<file path="src/rtl/proc_fetch_queue_if.sv">
// Fetch front-end bus: instruction-memory req/ack channel and the
// decode-side valid/ready channel carrying the queue head.
interface proc_fetch_queue_if #(
    parameter int DATA_W = 16,
    parameter int ADDR_W = 16
);
    logic              imem_req;
    logic [ADDR_W-1:0] imem_addr;
    logic              imem_ack;
    logic [DATA_W-1:0] imem_data;
    logic              imem_err;

    logic              instr_valid;
    logic [DATA_W-1:0] instr;
    logic [ADDR_W-1:0] instr_pc;
    logic [ADDR_W-1:0] instr_incPC;
    logic              instr_ready;

    // Fetch unit side.
    modport master (
        output imem_req, imem_addr,
        input  imem_ack, imem_data, imem_err,
        output instr_valid, instr, instr_pc, instr_incPC,
        input  instr_ready
    );

    // Memory + decode side.
    modport slave (
        input  imem_req, imem_addr,
        output imem_ack, imem_data, imem_err,
        input  instr_valid, instr, instr_pc, instr_incPC,
        output instr_ready
    );
endinterface

</file>
<file path="src/rtl/proc_fetch_queue.sv">
// Fetch front end: PC generator, single-outstanding req/ack instruction
// memory port and a DEPTH-entry prefetch queue feeding decode.
// A request is only issued when a queue slot is guaranteed for its data,
// so the queue cannot overflow. Redirects flush the queue; a request that
// is in flight during a redirect is drained and its data dropped.
module proc_fetch_queue #(
    parameter int          DATA_W   = 16,
    parameter int          ADDR_W   = 16,
    parameter int          DEPTH    = 4,
    parameter int unsigned RESET_PC = 0,
    parameter int unsigned PC_INC   = 2
) (
    input  logic                   clk,
    input  logic                   rst,
    input  logic                   redirect,
    input  logic [ADDR_W-1:0]      redirect_pc,
    input  logic                   halt,
    proc_fetch_queue_if.master     bus,
    output logic [$clog2(DEPTH):0] count,
    output logic                   err
);
    localparam int                PTR_W   = $clog2(DEPTH);
    localparam int                CNT_W   = PTR_W + 1;
    localparam logic [ADDR_W-1:0] PC_RST  = ADDR_W'(RESET_PC);
    localparam logic [ADDR_W-1:0] PC_STEP = ADDR_W'(PC_INC);
    localparam logic [CNT_W-1:0]  CNT_MAX = CNT_W'(DEPTH);

    localparam logic [1:0] ST_IDLE  = 2'd0;
    localparam logic [1:0] ST_REQ   = 2'd1;
    localparam logic [1:0] ST_DRAIN = 2'd2;

    logic [1:0]        state_q, state_d;
    logic [ADDR_W-1:0] pc_q, pc_d;
    logic [ADDR_W-1:0] addr_q, addr_d;
    logic [PTR_W-1:0]  rd_ptr_q, wr_ptr_q;
    logic [CNT_W-1:0]  count_q, count_d;
    logic              err_q, err_d;

    logic [DATA_W-1:0] data_mem [DEPTH];
    logic [ADDR_W-1:0] pc_mem   [DEPTH];

    logic push, pop, credit, misaligned, head_valid;

    assign head_valid = (count_q != '0);
    // Redirect squashes both the acked data and the decode handshake.
    assign push       = (state_q == ST_REQ) && bus.imem_ack && !redirect;
    assign pop        = head_valid && bus.instr_ready && !redirect;
    assign misaligned = (redirect_pc % PC_STEP) != '0;

    // Next occupancy; redirect flushes regardless of push/pop.
    always_comb begin
        // NOTE: every combinational output gets a default first so that no
        // path through the block leaves it unassigned (which would infer a latch).
        count_d = count_q;
        if (redirect) begin
            count_d = '0;
        end else begin
            count_d = count_q + CNT_W'(push) - CNT_W'(pop);
        end
    end

    // A new request may issue only if its data will have a free slot.
    assign credit = (count_d < CNT_MAX);

    // Fetch control: request state and fetch PC.
    always_comb begin
        state_d = state_q;
        pc_d    = pc_q;
        case (state_q)
            ST_IDLE: begin
                if (redirect) begin
                    pc_d = redirect_pc;
                end else if (!halt && credit) begin
                    state_d = ST_REQ;
                end
            end
            ST_REQ: begin
                if (bus.imem_ack) begin
                    pc_d    = redirect ? redirect_pc : pc_q + PC_STEP;
                    state_d = (!halt && credit) ? ST_REQ : ST_IDLE;
                end else if (redirect) begin
                    // Request cannot be withdrawn: wait for its ack, then drop it.
                    pc_d    = redirect_pc;
                    state_d = ST_DRAIN;
                end
            end
            ST_DRAIN: begin
                if (redirect) begin
                    pc_d = redirect_pc;
                end
                if (bus.imem_ack) begin
                    state_d = (!halt && credit) ? ST_REQ : ST_IDLE;
                end
            end
            default: state_d = ST_IDLE;
        endcase
    end

    // Request address latches only when a new request starts, so it stays
    // stable through waits and drains.
    assign addr_d = (state_d == ST_REQ) ? pc_d : addr_q;

    // Sticky error: faulting fetch that is kept, or misaligned redirect target.
    assign err_d = err_q | (push && bus.imem_err) | (redirect && misaligned);

    // Control state, pointers and occupancy.
    always_ff @(posedge clk or posedge rst) begin
        if (rst) begin
            state_q  <= ST_IDLE;
            pc_q     <= PC_RST;
            addr_q   <= PC_RST;
            rd_ptr_q <= '0;
            wr_ptr_q <= '0;
            count_q  <= '0;
            err_q    <= 1'b0;
        end else begin
            // NOTE: sequential state uses non-blocking assignments so every
            // register samples values from before this edge.
            state_q <= state_d;
            pc_q    <= pc_d;
            addr_q  <= addr_d;
            count_q <= count_d;
            err_q   <= err_d;
            if (redirect) begin
                rd_ptr_q <= '0;
                wr_ptr_q <= '0;
            end else begin
                if (push) wr_ptr_q <= wr_ptr_q + PTR_W'(1);
                if (pop)  rd_ptr_q <= rd_ptr_q + PTR_W'(1);
            end
        end
    end

    // Queue storage written on push.
    // NOTE: storage has no reset; occupancy gates every read, so stale
    // contents are never visible and the array can map to plain RAM/flops.
    always_ff @(posedge clk) begin
        if (push) begin
            data_mem[wr_ptr_q] <= bus.imem_data;
            pc_mem[wr_ptr_q]   <= addr_q;
        end
    end

    assign bus.imem_req    = (state_q == ST_REQ) || (state_q == ST_DRAIN);
    assign bus.imem_addr   = addr_q;

    assign bus.instr_valid = head_valid;
    assign bus.instr       = head_valid ? data_mem[rd_ptr_q] : '0;
    assign bus.instr_pc    = head_valid ? pc_mem[rd_ptr_q] : '0;
    assign bus.instr_incPC = head_valid ? pc_mem[rd_ptr_q] + PC_STEP : '0;

    assign count = count_q;
    assign err   = err_q;
endmodule

</file>
<file path="src/flat_wrapper.sv">
// flat-port wrapper written by rule: the top's interface ports become plain ports
module proc_fetch_queue_flat 
#(
    parameter int          DATA_W   = 16,
    parameter int          ADDR_W   = 16,
    parameter int          DEPTH    = 4,
    parameter int unsigned RESET_PC = 0,
    parameter int unsigned PC_INC   = 2
)
  (clk, rst, redirect, redirect_pc, halt, count, err, bus_imem_req, bus_imem_addr, bus_imem_ack, bus_imem_data, bus_imem_err, bus_instr_valid, bus_instr, bus_instr_pc, bus_instr_incPC, bus_instr_ready);
  proc_fetch_queue_if #(.DATA_W(DATA_W), .ADDR_W(ADDR_W)) bus_i ();
  input  logic clk;
  input  logic rst;
  input  logic redirect;
  input  logic [ADDR_W-1:0] redirect_pc;
  input  logic halt;
  output logic [$clog2(DEPTH):0] count;
  output logic err;
  output wire logic [$bits(bus_i.imem_req)-1:0] bus_imem_req;
  output wire logic [$bits(bus_i.imem_addr)-1:0] bus_imem_addr;
  input wire logic [$bits(bus_i.imem_ack)-1:0] bus_imem_ack;
  input wire logic [$bits(bus_i.imem_data)-1:0] bus_imem_data;
  input wire logic [$bits(bus_i.imem_err)-1:0] bus_imem_err;
  output wire logic [$bits(bus_i.instr_valid)-1:0] bus_instr_valid;
  output wire logic [$bits(bus_i.instr)-1:0] bus_instr;
  output wire logic [$bits(bus_i.instr_pc)-1:0] bus_instr_pc;
  output wire logic [$bits(bus_i.instr_incPC)-1:0] bus_instr_incPC;
  input wire logic [$bits(bus_i.instr_ready)-1:0] bus_instr_ready;
  assign bus_imem_req = bus_i.imem_req;
  assign bus_imem_addr = bus_i.imem_addr;
  assign bus_i.imem_ack = bus_imem_ack;
  assign bus_i.imem_data = bus_imem_data;
  assign bus_i.imem_err = bus_imem_err;
  assign bus_instr_valid = bus_i.instr_valid;
  assign bus_instr = bus_i.instr;
  assign bus_instr_pc = bus_i.instr_pc;
  assign bus_instr_incPC = bus_i.instr_incPC;
  assign bus_i.instr_ready = bus_instr_ready;
  proc_fetch_queue #(.DATA_W(DATA_W), .ADDR_W(ADDR_W), .DEPTH(DEPTH), .RESET_PC(RESET_PC), .PC_INC(PC_INC)) u_core (.clk(clk), .rst(rst), .redirect(redirect), .redirect_pc(redirect_pc), .halt(halt), .bus(bus_i), .count(count), .err(err));
endmodule
</file>
<file path="config.mk">
export PLATFORM = sky130hd
export DESIGN_NAME = proc_fetch_queue_flat
export DESIGN_NICKNAME = d
export VERILOG_FILES = /design/src/rtl/proc_fetch_queue_if.sv /design/src/rtl/proc_fetch_queue.sv /design/src/flat_wrapper.sv
export SDC_FILE = /design/constraint.sdc
export NUM_CORES = 1
export LEC_CHECK = 0
export BUFFER_PORTS_ARGS = -buffer_cell sky130_fd_sc_hd__buf_4
export CORE_MARGIN = 2
export CORE_UTILIZATION = 29
export CTS_CLUSTER_DIAMETER = 50
export DETAILED_ROUTE_END_ITERATION = 6
export HOLD_SLACK_MARGIN = 0.08
export PLACE_DENSITY = 0.46
export SYNTH_ARGS = -nofsm -noshare
export SYNTH_HDL_FRONTEND = slang
export SYNTH_SLANG_ARGS = --single-unit
</file>
<file path="constraint.sdc">
create_clock -name clk -period 4.4 [get_ports clk]
set_input_delay 0.88 -clock clk [delete_from_list [all_inputs] [get_ports clk]]
set_output_delay 0.88 -clock clk [all_outputs]
set_load 0.02 [all_outputs]
</file>
==> flow_summary.toml, run 1 <==
[outcome]
status = "finished, violations left"
violations = "design-rule violations"

[synthesis]
yosysUniqueCellTypes = 65
syn_area_sq_um = 7730
syn_avg_cell_area_sq_um = 15.3
syn_nets = 556
yosys.area.top_type_share_pct = 49.7
yosysSeqAreaShare_pct = 63.3
synth-warning-count = 0
ys_ff_latch = 170
netlist_instances = 504
async_reset_ff_share_pct = 24.7
synth_area_leaders = "edfxtp_1 50%, dfrtp_1 14%, mux4_2 6.7%"
synth_flop_cell = "edfxtp_1"
synth_enable_flop_cells = 128
synth_top_area_cell = "edfxtp_1"

[floorplanning]
fp.dieW_um = 167
rows = 59
start_util_pct = 29.6
ios = 109
die_area_sq_um = 28000
die_y_um = 167
core_sq_um = 26100

[hold_path]
hp-class = "flop to flop"
hold_depth = 1

[cts]
clockRootBuffer = "clkbuf_16"
cts_tree = "yes"
clockBufferDepth = 2
clk_pin_slew_ns = 0.07
cts.sinks = 170
cts_hold_buf = 0
clock_latency_ns = 0.43
cts_resized = 0
cts_buffers = 17
postCtsSetupRepairBufs = 0
htree_levels = 4

[finish]
fin_cells = 958
n_antenna_cell = 0
nNetsFinal = 662
stdcell_area_sq_um = 9470
syn_to_final_growth_pct = 22.5
drive_above_1_share_pct = 32.9

[setup_path]
critical_path_buf_inv_count = 2
slowest_stage = "dfrtp_2"
arrival_ns = 2.88
end_kind = "output pin"
crit_top_cell = "buf_4"
reg2reg_depth = 12
critical_path.max_fanout = 16
crit_cells = 7
crit_family = "multiplexers"
worstPathCellList = "buf_4, mux4_2, nand2_1, nor2_2, nand4_1, mux2_2, buf_4"
cp.required_ns = 3.52
critPathLaunchType = "flop"
slowest_delay_ns = 0.69
critPathKind = "flop to output pin"

[route]
wl_um = 19500
first_pass_iters = 7
drtIter0Drc = 303
viasPerCell = 4.91
ant_nets = 0
dr_total_vias = 4699
wire_per_inst_um = 20.3
drc = 11

[global_routing]
grt_first_pass_wirelength_um = 29700
track_usage_pct = 14.2
grt-ovfl-total = 0
antenna_found_initial = 0
grt_max_degree = 43
grt_pass1_vias = 4880

[power_and_ir_drop]
powerDensity_nw_per_um2 = 674
finalPower_mw = 6.38
p_leak_nw = 3.55
vdd_ir_drop_max_v = 0.000244

[sta]
final_hold_viol_count = 0
slew_violations = 0
rsz0062_at_grt = "no"
worstMarginPinSlew_ns = 0.965
fin_crit_ns = 3.76
tns_ns = 0
finalCritPeriodShare_pct = 85.5
slew-limit-headroom_pct = 35.7
fmax_mhz = 266
setup_violations = 0
skew_ns = 0.0141

[placed_design]
gp_congestion = 0.831
hpwl_um = 13200
place_area_sq_um = 8870
io_buffers = 108
dp.cells = 926

[job]
maxCapViolations = 0
## per-layer routing
layer | share of wire (%) | track usage, % | routed length (um)
met1 | 45 | 18.9 | 8720
met2 | 49 | 23.4 | 9500
met3 | 5.3 | 3.36 | 1020
met4 | 1.1 | 3.48 | 214
met5 | 0 | 0 | 0
## cells in the mapped netlist (3+ instances only)
| library cell | number |
|---|---|
| a21oi_1 | 20 |
| a311oi_1 | 3 |
| a31oi_1 | 3 |
| and2_1 | 34 |
| and3_1 | 10 |
| buf_2 | 8 |
| buf_4 | 3 |
| clkbuf_1 | 12 |
| dfrtp_1 | 42 |
| edfxtp_1 | 128 |
| ha_1 | 12 |
| inv_1 | 17 |
| mux2_2 | 7 |
| mux2_4 | 10 |
| mux4_1 | 9 |
| mux4_2 | 23 |
| nand2_1 | 16 |
| nand3_1 | 6 |
| nand4_1 | 4 |
| nor2_1 | 33 |
| nor3_1 | 14 |
| o211a_1 | 3 |
| o21a_1 | 6 |
| o21ai_0 | 8 |
| o22ai_1 | 5 |
| or3_1 | 3 |
| xnor2_1 | 10 |
| xor2_1 | 5 |
## cell type report
class | count | area (sq um)
Fill cell | 2529 | 16700
Sequential cell | 170 | 4900
Multi-Input combinational cell | 288 | 2620
Timing Repair Buffer | 116 | 871
Clock buffer | 17 | 425
Tap cell | 335 | 419
Clock inverter | 15 | 174
Inverter | 17 | 63.8
## logic make-up (layout without fill, tap and decap cells)
logic type	after synthesis	after routing	share of synthesized area [%]
buf+inv	46	165	2.95
compound gates	72	72	6.77
simple gates	137	137	9.89
mux	50	50	12.9
xor+xnor	16	16	2.01
flops	170	170	63.3
fa+ha+maj	13	13	2.20
## registers in the layout (all words and copies together), names as in the netlist
| signal | count |
|---|---|
| u_core.pc_mem | 64 |
| u_core.pc_q | 16 |
| u_core.rd_ptr_q | 2 |
| u_core.bus.imem_addr | 16 |
| u_core.wr_ptr_q | 2 |
| u_core.err | 1 |
| u_core.count | 3 |
| u_core.data_mem | 64 |
| u_core.state_q | 2 |
## through the flow
stage          worst slack [ns]  hold WS (ns)  utilization (%)
2_1_floorplan             0.533         0.467                -
3_3_place_gp              0.806         0.502             33.9
3_5_place_dp              0.737         0.492             33.9
4_1_cts                   0.576         0.524             36.2
5_1_grt                   0.474         0.546             36.2
6_report                  0.639         0.526             36.2
## layout by cell type (no fill, tap or decap), drive strengths merged, types with 3 or more instances in the layout
master and instances:
a311oi 3, buf 116, clkinv 4, xnor2 10, nand3 8, o21a 6, a31oi 4, clkbuf 17
mux2 17, o211a 3, ha 12, edfxtp 128, dfrtp 42, nand4 5, nor4 3, nor2 34
nand2 17, xor2 5, o21ai 8, inv 26, or3 3, and3 10, nor3 14, a21oi 20
and2 34, o22ai 5, mux4 32
## worst register-to-register path, cell delays in order (launching register included)
cell	delay [ns]
dfrtp_1	0.44
inv_1	0.10
ha_1	0.36
inv_1	0.22
nor2_1	0.28
ha_1	0.20
inv_1	0.05
fa_1	0.36
xnor3_2	0.28
a21oi_1	0.25
o32ai_4	0.17
nand2_4	0.24
mux2_2	0.38
## worst paths after layout
kind                                                     start                              endpoint  slack [ns]
worst min-delay path                  u_core.pc_q[0]$_DFF_PP0_              u_core.pc_q[0]$_DFF_PP0_        0.53
worst max register to register     u_core.state_q[1]$_DFF_PP0_  u_core.bus.imem_addr[14]$_DFFE_PP0N_        0.95
worst max-delay path            u_core.rd_ptr_q[0]$_DFFE_PP0P_                   bus_instr_incPC[15]        0.64
worst min register to register        u_core.pc_q[0]$_DFF_PP0_              u_core.pc_q[0]$_DFF_PP0_        0.53
max in group asynchronous                                  rst        u_core.rd_ptr_q[0]$_DFFE_PP0P_        3.37
min in group asynchronous                                  rst             u_core.pc_q[11]$_DFF_PP0_        0.59
## power breakdown
group	switching [mW]	total [mW]	internal, mW
logic	1.42	2.54	1.13
clock network	0.700	1.51	0.815
registers	0.299	2.32	2.02
(Power assumes the default switching activity.)
==> run 2, diff against run 1 <==
Settings changed: PLACE_DENSITY 0.46 to default.
==> run 2 against run 1 <==
Effect of this change:
- the run still ends with design-rule violations left
- clock power about the same
- register-to-register slack worse by 0.04 ns
- sequential power about the same
- cell count up 0.42%
- maximum frequency down 2.5%
- count of clock-buffer cells in the layout unchanged
- critical path depth unchanged
- sequential share of layout area down 0.22 points
- via count down 0.40%
- design area up 0.42%
==> flow_summary.toml, run 2 (same netlist as run 1, synthesis figures left out) <==
[hold_path]
hp-class = "flop to flop"
hold_start = "u_core.err$_DFF_PP0_"
min_to = "u_core.err$_DFF_PP0_"
hold_depth = 1

[sta]
slew_violations = 0
finalCritPeriodShare_pct = 87.7
rsz0062_at_grt = "no"
final_hold_viol_count = 0
fmax_mhz = 259
fin_crit_ns = 3.86
tns_ns = 0
whs_ns = 0.516
worstMarginPinSlew_ns = 0.894
skew_ns = 0.0156
slew-limit-headroom_pct = 40.3
setup_violations = 0

[setup_path]
timing.rr.start = "u_core.state_q[1]$_DFF_PP0_"
critical_path.max_fanout = 22
worstPathCellList = "mux4_2, ha_1, nand2_1, nor2_2, nand4_1, mux2_2, buf_4"
cp.required_ns = 3.52
critPathLaunchType = "flop"
end_kind = "output pin"
arrival_ns = 2.98
slowest_stage = "dfrtp_2"
ff2ff_setup_slack_ns = 0.91
reg2reg_depth = 12
rr_endpoint = "u_core.bus.imem_addr[13]$_DFFE_PP0N_"
critPathKind = "flop to output pin"
slowest_delay_ns = 0.81

[placed_design]
dp.cells = 930
hpwl_um = 12400
gp_congestion = 0.825
io_buffers = 108
place_area_sq_um = 8890

[job]
maxCapViolations = 0

[route]
drc = 15
first_pass_iters = 7
ant_nets = 0
drtIter0Drc = 466
wl_um = 17800
viasPerCell = 4.86
dr_total_vias = 4680
wire_per_inst_um = 18.5

[cts]
clockBufferDepth = 2
cts_tree = "yes"
cts_resized = 0
clk_pin_slew_ns = 0.07
cts_buffers = 17
clockRootBuffer = "clkbuf_16"
htree_levels = 4
cts_hold_buf = 0
postCtsSetupRepairBufs = 0
clock_latency_ns = 0.44
cts.sinks = 170

[floorplanning]
ios = 109
die_area_sq_um = 28000
start_util_pct = 29.6
rows = 59
die_y_um = 167
core_sq_um = 26100
fp.dieW_um = 167

[global_routing]
grt_pass1_vias = 4546
grt_first_pass_wirelength_um = 27400
grt-ovfl-total = 0
grt_max_degree = 43
antenna_found_initial = 1
track_usage_pct = 12.9

[finish]
nNetsFinal = 666
mostFrequentLayoutCells = "128 x edfxtp_1, 120 x buf_4, 41 x dfrtp_1"
n_antenna_cell = 0
syn_to_final_growth_pct = 23.0
top_regs = "u_core.data_mem x64, u_core.pc_mem x64"
drive_above_1_share_pct = 33.0
final_common_cell = "edfxtp_1"
stdcell_area_sq_um = 9510
fin_cells = 962

[outcome]
violations = "design-rule violations"
status = "finished, violations left"

[power_and_ir_drop]
vdd_ir_drop_max_v = 0.000282
powerDensity_nw_per_um2 = 666
finalPower_mw = 6.33
p_leak_nw = 3.57
==> run 2: cell count changes in the layout (fill, tap and decap cells not counted), sizes merged <==
| cell | change |
|---|---|
| buf | +4 |
| bufinv | -1 |
| clkinv | +2 |
| clkinvlp | +1 |
| inv | -2 |
==> run 2: per-layer routing <==
layer	wire, um	up-vias	share of wire (%)	global-route usage (%)
met5	0	-	0	0
li1	-	2154	-	-
met2	7890	181	44	18.9
met3	1160	14	6.5	3.12
met1	8600	2331	48	19.0
met4	176	0	0.99	3.44
==> run 2: critical path, delay by kind of cell (launching register included) <==
kind                       cells  cell delay [ns]
DFF                            1             0.81
muxes                          2             0.99
adders and majority gates      1             0.27
and+or+nand+nor                3             0.31
buffers and inverters          1             0.16
==> run 2: worst max path at each step <==
stage | startpoint | end | slack [ns] | cells past startpoint
4_1_cts | u_core.rd_ptr_q[0]$_DFFE_PP0P_ | bus_instr_incPC[15] | 0.48 | 7
5_1_grt | u_core.rd_ptr_q[0]$_DFFE_PP0P_ | bus_instr_incPC[15] | 0.39 | 7
2_1_floorplan | redirect | u_core.bus.imem_addr[0]$_DFFE_PP0N_ | 0.53 | 15
3_3_place_gp | redirect | u_core.bus.imem_addr[12]$_DFFE_PP0N_ | 0.83 | 12
6_report | u_core.rd_ptr_q[0]$_DFFE_PP0P_ | bus_instr_incPC[15] | 0.54 | 7
3_5_place_dp | redirect | u_core.bus.imem_addr[11]$_DFFE_PP0N_ | 0.78 | 12
==> run 2: metrics by stage <==
step / util [%] / setup slack, ns
floorplan: - / 0.533
global placement: 34.0 / 0.832
detailed placement: 34.0 / 0.779
CTS: 36.4 / 0.484
global route: 36.4 / 0.388
finish: 36.4 / 0.542
==> run 2: cell type report <==
type | count | area (sq um)
clock buffer | 17 | 425
clock inverter | 15 | 189
fill | 2499 | 16600
inverter | 17 | 63.8
multi-input combinational | 288 | 2610
sequential | 170 | 4900
tap | 335 | 419
timing repair buffer | 120 | 901
==> run 2: power by group <==
part | leakage (nW) | total, mW | switching (mW) | internal [mW]
clock | 0.292 | 1.51 | 0.729 | 0.776
sequential | 1.69 | 2.32 | 0.302 | 2.02
combinational | 1.59 | 2.51 | 1.37 | 1.13
==> run 3, diff against run 2 <==
Settings changed: CTS_BUF_LIST from default to sky130_fd_sc_hd__clkbuf_4 sky130_fd_sc_hd__clkbuf_8.
==> run 3 against run 2 <==
Effect of this change:
- non-clock buffer count stayed put
- clock power is 26% lower
- the run still ends with design-rule violations left
- count of clock-buffer cells in the layout stayed put
- clock skew is 0.0062 ns higher
- sequential share of layout area is 1.1 points higher
- critical path depth stayed put
- via count is 0.75% higher
- register-to-register slack worse by 0.05 ns
- largest cell class unchanged
- largest power group unchanged
- maximum frequency is 0.52% lower
- worst setup slack worse by 0.020 ns
==> flow_summary.toml, run 3 (same netlist as run 1, synthesis figures left out) <==
[cts]
cts.sinks = 170
cts_tree = "yes"
clock_latency_ns = 0.47
cts_buffers = 17
cts_hold_buf = 0
clockRootBuffer = "clkbuf_8"
clockBufferDepth = 2
postCtsSetupRepairBufs = 0
cts_resized = 0
htree_levels = 4
clk_pin_slew_ns = 0.09

[finish]
multi_input_area_sq_um = 2610
final_common_cell = "edfxtp_1"
fin_cells = 962
top_regs = "u_core.data_mem x64, u_core.pc_mem x64"
regArea_sq_um = 4900
syn_to_final_growth_pct = 20.5
n_antenna_cell = 0
fillerInstances = 2521
utilization_pct = 35.6
mostFrequentLayoutCells = "128 x edfxtp_1, 120 x buf_4, 41 x dfrtp_1"
nNetsFinal = 666
drive_above_1_share_pct = 33.0

[route]
drtIter0Drc = 454
drc = 15
dr_total_vias = 4715
first_pass_iters = 7
wire_per_inst_um = 18.4
viasPerCell = 4.90
wl_um = 17700
ant_nets = 0

[placed_design]
io_buffers = 108
dp_slack_ns = 0.779
hpwl_um = 12400
dp.cells = 930
gp_congestion = 0.825

[sta]
worstMarginPinSlew_ns = 0.884
rsz0062_at_grt = "no"
slew_violations = 0
whs_ns = 0.523
slew-limit-headroom_pct = 41.0
worst_slack_ns = 0.522
tns_ns = 0
final_hold_viol_count = 0
setup_violations = 0
fmax_mhz = 258
finalCritPeriodShare_pct = 88.1
fin_crit_ns = 3.88
skew_ns = 0.0218

[floorplanning]
ios = 109
fp.dieW_um = 167
core_sq_um = 26100
start_util_pct = 29.6
rows = 59
die_area_sq_um = 28000
die_y_um = 167

[hold_path]
hp-class = "flop to flop"

[power_and_ir_drop]
switching_share_pct = 39.5
clock_power_share_pct = 18.8
pwr-share-seq_pct = 39.0
p_leak_nw = 3.48
powerDensity_nw_per_um2 = 638
vdd_ir_drop_max_v = 0.000244
combPwrFrac_pct = 42.2
power.switching_mw = 2.35
intPower_mw = 3.59

[setup_path]
critical_path.max_fanout = 22
cp.required_ns = 3.52
worstPathCellList = "mux4_2, ha_1, nand2_1, nor2_2, nand4_1, mux2_2, buf_4"
slowest_stage = "dfrtp_2"
arrival_ns = 3.00
end_kind = "output pin"
critPathKind = "flop to output pin"
slowest_delay_ns = 0.81
critPathLaunchType = "flop"

[global_routing]
grt_first_pass_wirelength_um = 27300
grt_max_degree = 43
grt-ovfl-total = 0
antenna_found_initial = 1
track_usage_pct = 12.8
grt_pass1_vias = 4570

[outcome]
status = "finished, violations left"
violations = "design-rule violations"

[job]
maxCapViolations = 0
run 3: cell counts in the layout (fill, tap and decap cells not counted):
No cell type changed its count.
run 3: cell type report:
| class | count | area share [%] |
|---|---|---|
| clock inverter | 15 | 2.03 |
| timing repair buffer | 120 | 9.67 |
| sequential | 170 | 52.6 |
| multi-input combinational | 288 | 28.0 |
| tap | 335 | 4.50 |
| inverter | 17 | 0.685 |
| clock buffer | 17 | 2.51 |
run 3: per-stage QoR:
stage	instance area, sq um	power (mW)
after floorplan	7730	3.96
after global placement	8890	4.86
after detailed placement	8890	4.88
after CTS	9310	6.00
after global routing	9310	6.26
final	9310	5.94
run 3: per-layer routing:
metal	vias up	GRT usage [%]	wire length (um)
met5	-	0	0
met4	0	3.10	150
met3	15	3.21	1200
met2	189	18.8	7760
met1	2358	18.9	8610
li1	2153	-	-
run 3: final timing paths:
check                                                             to  slack [ns]                      startpoint  cells past startpoint
worst max-delay path                             bus_instr_incPC[15]        0.52  u_core.rd_ptr_q[0]$_DFFE_PP0P_                      7
min in group asynchronous                   u_core.pc_q[6]$_DFF_PP0_        0.60                             rst                      2
max in group asynchronous             u_core.rd_ptr_q[0]$_DFFE_PP0P_        3.17                             rst                      2
worst min-delay path                            u_core.err$_DFF_PP0_        0.52            u_core.err$_DFF_PP0_                      1
worst max register to register  u_core.bus.imem_addr[12]$_DFFE_PP0N_        0.86     u_core.state_q[1]$_DFF_PP0_                     12
worst min register to register                  u_core.err$_DFF_PP0_        0.52            u_core.err$_DFF_PP0_                      1
run 3: critical path: cells and delay by family, from the launching register on:
family / cells / cell delay, ns
adders and majority gates: 1 / 0.27
buffers and inverters: 1 / 0.16
DFF: 1 / 0.81
muxes: 2 / 0.99
and+or+nand+nor: 3 / 0.31
run 3: power groups by stage:
stage	registers [mW]	clock network [mW]	logic, mW
after floorplan	2.29	0	1.67
after global placement	2.34	0	2.52
after detailed placement	2.35	0	2.53
after CTS	2.32	1.15	2.53
after global routing	2.36	1.21	2.68
final	2.32	1.12	2.50
